<file path="config.mk">
export PLATFORM = sky130hd
export DESIGN_NAME = coram_channel
export DESIGN_NICKNAME = d
export VERILOG_FILES = /design/src/rtl/coram_pkg.sv /design/src/rtl/coram_fifo_ram.sv /design/src/rtl/coram_channel.sv
export SDC_FILE = /design/constraint.sdc
export NUM_CORES = 1
export LEC_CHECK = 0
export BUFFER_PORTS_ARGS = -buffer_cell sky130_fd_sc_hd__buf_2
export CAP_MARGIN = 20
export CORE_ASPECT_RATIO = 1.75
export CORE_MARGIN = 3
export CORE_UTILIZATION = 40
export CTS_BUF_LIST = sky130_fd_sc_hd__clkbuf_8 sky130_fd_sc_hd__clkbuf_16
export CTS_CLUSTER_SIZE = 25
export DETAILED_ROUTE_END_ITERATION = 7
export HOLD_SLACK_MARGIN = 0.06
export PLACE_DENSITY_LB_ADDON = 0.2
export SETUP_SLACK_MARGIN = 0.05
export SLEW_MARGIN = 10
export SYNTH_ARGS = -nofsm -noshare
export SYNTH_HDL_FRONTEND = slang
export SYNTH_SLANG_ARGS = --single-unit
</file>
<file path="constraint.sdc">
create_clock -name CLK -period 4.88 [get_ports CLK]
set_clock_uncertainty 0.2 [all_clocks]
set_input_delay 0.488 -clock CLK [delete_from_list [all_inputs] [get_ports CLK]]
set_output_delay 0.488 -clock CLK [all_outputs]
set_load 0.01 [all_outputs]
</file>
<file path="src/rtl/coram_pkg.sv">
// Shared constants and helpers for the CoRAM channel FIFO and its RAM.
package coram_pkg;

   localparam int CORAM_DEFAULT_ADDR_LEN   = 4;
   localparam int CORAM_DEFAULT_DATA_WIDTH = 32;

   function automatic int unsigned coram_depth(input int unsigned addr_len);
      return 32'd1 << addr_len;
   endfunction

endpackage

</file>
<file path="src/rtl/coram_fifo_ram.sv">
// Simple dual-port RAM: one write port, one read port with a resettable output register.
module coram_fifo_ram
   import coram_pkg::*;
#(
   parameter int ADDR_LEN   = CORAM_DEFAULT_ADDR_LEN,
   parameter int DATA_WIDTH = CORAM_DEFAULT_DATA_WIDTH
) (
   input  logic                  CLK,
   input  logic                  RST,
   input  logic                  we_i,
   input  logic [ADDR_LEN-1:0]   waddr_i,
   input  logic [DATA_WIDTH-1:0] wdata_i,
   input  logic                  re_i,
   input  logic [ADDR_LEN-1:0]   raddr_i,
   output logic [DATA_WIDTH-1:0] rdata_o
);

   localparam int unsigned DEPTH = coram_depth(ADDR_LEN);

   logic [DATA_WIDTH-1:0] mem_q [DEPTH];
   logic [DATA_WIDTH-1:0] rdata_q;

   // Array write port; contents deliberately survive reset
   always_ff @(posedge CLK) begin
      if (we_i) begin
         mem_q[waddr_i] <= wdata_i;
      end
   end

   // Read register holds its value until the next read
   always_ff @(posedge CLK or negedge RST) begin
      if (!RST) begin
         rdata_q <= '0;
      end else if (re_i) begin
         rdata_q <= mem_q[raddr_i];
      end
   end

   assign rdata_o = rdata_q;

endmodule

</file>
<file path="src/rtl/coram_channel.sv">
// CoRAM channel core: single-clock FIFO with ENQ/DEQ handshakes and
// full/empty plus almost-full/almost-empty flags decoded from the count.
module coram_channel
   import coram_pkg::*;
#(
   parameter     CORAM_THREAD_NAME = "undefined",
   parameter int CORAM_ID          = 0,
   parameter int CORAM_ADDR_LEN    = CORAM_DEFAULT_ADDR_LEN,
   parameter int CORAM_DATA_WIDTH  = CORAM_DEFAULT_DATA_WIDTH
) (
   input  logic                        CLK,
   input  logic                        RST,
   input  logic [CORAM_DATA_WIDTH-1:0] D,
   input  logic                        ENQ,
   output logic                        FULL,
   output logic                        ALM_FULL,
   output logic [CORAM_DATA_WIDTH-1:0] Q,
   input  logic                        DEQ,
   output logic                        EMPTY,
   output logic                        ALM_EMPTY
);

   localparam int AW = CORAM_ADDR_LEN;
   localparam int unsigned DEPTH        = coram_depth(AW);
   localparam int unsigned ALM_FULL_LVL = DEPTH - 32'd2;
   localparam logic [AW:0] DEPTH_C      = DEPTH[AW:0];
   localparam logic [AW:0] ALM_FULL_C   = ALM_FULL_LVL[AW:0];

   // Thread name and ID only tag the instance for the control-thread compiler
   if (CORAM_ID < 0 || $bits(CORAM_THREAD_NAME) == 0) begin : g_tag_unusual
   end

   logic [AW-1:0] wptr_q, wptr_d;
   logic [AW-1:0] rptr_q, rptr_d;
   logic [AW:0]   count_q, count_d;
   logic          enq_ok_s, deq_ok_s;

   assign FULL      = (count_q == DEPTH_C);
   assign ALM_FULL  = (count_q >= ALM_FULL_C);
   assign EMPTY     = (count_q == {(AW+1){1'b0}});
   assign ALM_EMPTY = (count_q <= {{AW{1'b0}}, 1'b1});

   // Accept decisions use the flags as they stand at the start of the cycle
   always_comb begin
      enq_ok_s = ENQ & ~FULL;
      deq_ok_s = DEQ & ~EMPTY;
      wptr_d   = wptr_q;
      rptr_d   = rptr_q;
      count_d  = count_q;
      if (enq_ok_s) begin
         wptr_d = wptr_q + {{(AW-1){1'b0}}, 1'b1};
      end else begin
         wptr_d = wptr_q;
      end
      if (deq_ok_s) begin
         rptr_d = rptr_q + {{(AW-1){1'b0}}, 1'b1};
      end else begin
         rptr_d = rptr_q;
      end
      case ({enq_ok_s, deq_ok_s})
         2'b10:   count_d = count_q + {{AW{1'b0}}, 1'b1};
         2'b01:   count_d = count_q - {{AW{1'b0}}, 1'b1};
         default: count_d = count_q;
      endcase
   end

   // Pointer and occupancy registers
   always_ff @(posedge CLK or negedge RST) begin
      if (!RST) begin
         wptr_q  <= '0;
         rptr_q  <= '0;
         count_q <= '0;
      end else begin
         wptr_q  <= wptr_d;
         rptr_q  <= rptr_d;
         count_q <= count_d;
      end
   end

   coram_fifo_ram #(
      .ADDR_LEN   (AW),
      .DATA_WIDTH (CORAM_DATA_WIDTH)
   ) u_ram (
      .CLK     (CLK),
      .RST     (RST),
      .we_i    (enq_ok_s),
      .waddr_i (wptr_q),
      .wdata_i (D),
      .re_i    (deq_ok_s),
      .raddr_i (rptr_q),
      .rdata_o (Q)
   );

endmodule

</file>
==> results.json <==
{
  "final_common_cell": "edfxtp_1",
  "worstHoldStart": "D[16]",
  "numCtsBuffers": 49,
  "cp_common_cell": "ha_1",
  "cp_slowest_cell": "and2_4",
  "setup_viol": 0,
  "synth_ff_type": "edfxtp_1",
  "synth_edf_count": 512,
  "power.leakage_nw": 7.89,
  "layout.nets": 1092,
  "ant_nets": 0,
  "crit_type": "reg -> reg",
  "critPathMaxStageDelay_ns": 0.65,
  "max_freq_mhz": 302,
  "dp_hpwl_um": 26400,
  "p_per_area_nw_per_um2": 567,
  "rows": 111,
  "vias": 9831,
  "dr.pass1.iters": 6,
  "timing.hold.ws_ns": 0.101,
  "crit_buf_inv": 1,
  "yosysWarningCount": 0,
  "syn_area_sq_um": 21400,
  "cts_htree_levels": 2,
  "start_kind": "flop",
  "drive_above_1_share_pct": 32.4,
  "fillers": 4413,
  "fin_crit_ns": 3.32,
  "fin_crit_sh_pct": 68.0,
  "cts_setup_buffers": 0,
  "wire_per_inst_um": 26.8,
  "clk_pin_slew_ns": 0.07,
  "start_util_pct": 40.6,
  "min_path_type": "in -> reg",
  "cts_root_buf": "clkbuf_16",
  "grt_usage_pct": 16.9,
  "postSynthNetCount": 1000,
  "crit_fanout": 35,
  "tightest_slew_ns": 1.07,
  "numPortBuffers": 71,
  "drc": 0,
  "place.gp.congestion": 0.717,
  "die_w_um": 181,
  "cts_tree": "built",
  "ys_types": 36,
  "r2r_slack_ns": 1.56,
  "grt_pass1_wl_um": 71300,
  "drtIter0Drc": 795,
  "finalSetupTns_ns": 0,
  "core_area_sq_um": 52800,
  "synth-seq-cells": 557,
  "synthArstFlopShare_pct": 8.08,
  "cp.arrival_ns": 3.59,
  "crit_required_ns": 5.16,
  "layout_common_cells": "edfxtp_1, mux4_2, buf_2",
  "cts.repair.resized": 0,
  "dieHeight_um": 312,
  "crit-reg2reg-launch": "count_q[0]$_DFFE_PN0P_",
  "yosysSeqAreaShare_pct": 76.9,
  "grt_max_degree": 53,
  "met1_usage_pct": 21.4,
  "grt_use_met3_pct": 2.38,
  "cts.path.max_buffers": 3,
  "cp-startpoint": "count_q[0]$_DFFE_PN0P_",
  "globalRouteMet2Util_pct": 30.9,
  "areaGrowthSynthToFinish_pct": 13.2,
  "grt_pass1_vias": 10700,
  "overflow": 0,
  "grt-busiest-layer": "met2",
  "crit_family": "simple AND/OR/NAND/NOR gates",
  "clock-sinks": 557,
  "peakVddDrop_v": 0.000301,
  "synthCells": 953,
  "crit_chain": "inv_1 -> ha_1 -> or4b_4 -> and2_4 -> ha_1 -> or4b_2 -> a21oi_1 -> xor2_1",
  "die-area_sq_um": 56500,
  "finalWirelength_um": 47300,
  "slew_headroom_pct": 28.7,
  "hold_viol": 0,
  "worst_setup_path_end_kind": "flop",
  "viasPerCell": 5.57,
  "holdBufCountCts": 1,
  "io_pins": 72,
  "max_cap_viol_count": 0,
  "total_power_mw": 13.8,
  "antenna_found_initial": 2,
  "slew_viol_final": 0,
  "syn_avg_cell_area_sq_um": 22.5,
  "insertion_delay_ns": 0.56,
  "rsz0062_at_grt": "false",
  "outcome": "completed"
}
==> final timing paths <==
kind                                                 end  cells after the start
max                               count_q[3]$_DFFE_PN0P_                      8
min reg2reg                       count_q[4]$_DFFE_PN0P_                      1
min                        u_ram.mem_q[10][16]$_DFFE_PP_                      1
min in group asynchronous  u_ram.rdata_o[11]$_DFFE_PN0P_                      3
max in group asynchronous          rptr_q[3]$_DFFE_PN0P_                      3
max reg2reg                       count_q[3]$_DFFE_PN0P_                      8
==> state kept, by name (all words and copies together) (netlist names) <==
register	count
u_ram.mem_q	512
rptr_q	4
u_ram.rdata_o	32
count_q	5
wptr_q	4
==> report_power, final <==
part           internal [mW]  switching [mW]  leakage, nW
Combinational           1.77            2.00         1.95
Sequential              5.85           0.428         5.12
Clock                   2.06            1.65        0.814
Total                   9.68            4.08         7.89
==> cells in the mapped netlist, types with 2 or more instances <==
cell type | number | area share (%)
xnor2_1 | 6 | 0.24
mux4_2 | 128 | 13
ha_1 | 11 | 0.64
a221oi_2 | 30 | 2.1
nor4_1 | 4 | 0.12
mux2i_1 | 33 | 1.5
buf_6 | 10 | 0.53
a21oi_1 | 35 | 0.82
o22ai_1 | 32 | 0.93
nor2_1 | 5 | 0.088
dfrtp_1 | 45 | 5.2
and2_1 | 12 | 0.35
clkbuf_1 | 30 | 0.53
nand2_1 | 3 | 0.052
buf_2 | 16 | 0.37
nand2b_1 | 2 | 0.058
nand3_1 | 2 | 0.047
xor2_1 | 5 | 0.20
a221oi_1 | 2 | 0.082
mux2_2 | 2 | 0.10
nand4bb_1 | 2 | 0.10
nand4b_1 | 2 | 0.082
inv_1 | 12 | 0.21
edfxtp_1 | 512 | 72
==> cell families after synthesis <==
kind of cell             count (synthesis)  share of synthesized area [%]
multiplexers                           163                           15.1
AO/OA/AOI/OAI                          101                           3.99
AND/OR/NAND/NOR                         41                           1.25
flip-flops                             557                           76.9
adder cells (fa/ha/maj)                 11                          0.642
buffers and inverters                   69                           1.65
XOR/XNOR                                11                          0.449
==> cell type report <==
type / instances / area, sq um / area share, %
multi-input cells: 327 / 4640 / 19.1
inverters: 12 / 45.0 / 0.186
well taps: 678 / 848 / 3.50
diodes: 1 / 2.50 / 0.0103
repair buffers: 98 / 681 / 2.80
clock buffers: 54 / 1290 / 5.34
flip-flops and latches: 557 / 16500 / 68.0
clock inverters: 37 / 248 / 1.02
==> per-stage QoR <==
step                      cell area, sq um  std cells  worst slack (ns)  utilization [%]
after floorplan                      21400        953              1.86                -
after global placement               22600       1665              1.62             42.8
after detailed placement             22600       1667              1.57             42.9
after CTS                            24200       1759              1.56             45.8
after global routing                 24300       1763              1.38             46.0
final                                24300       1764              1.56             46.0
==> routing by layer <==
metal,vias to the layer above,share of wire [%]
met4,2,1.7
met3,55,3.7
met5,-,0.027
li1,4216,-
met1,5365,40
met2,193,54
(Power assumes the default switching activity.)
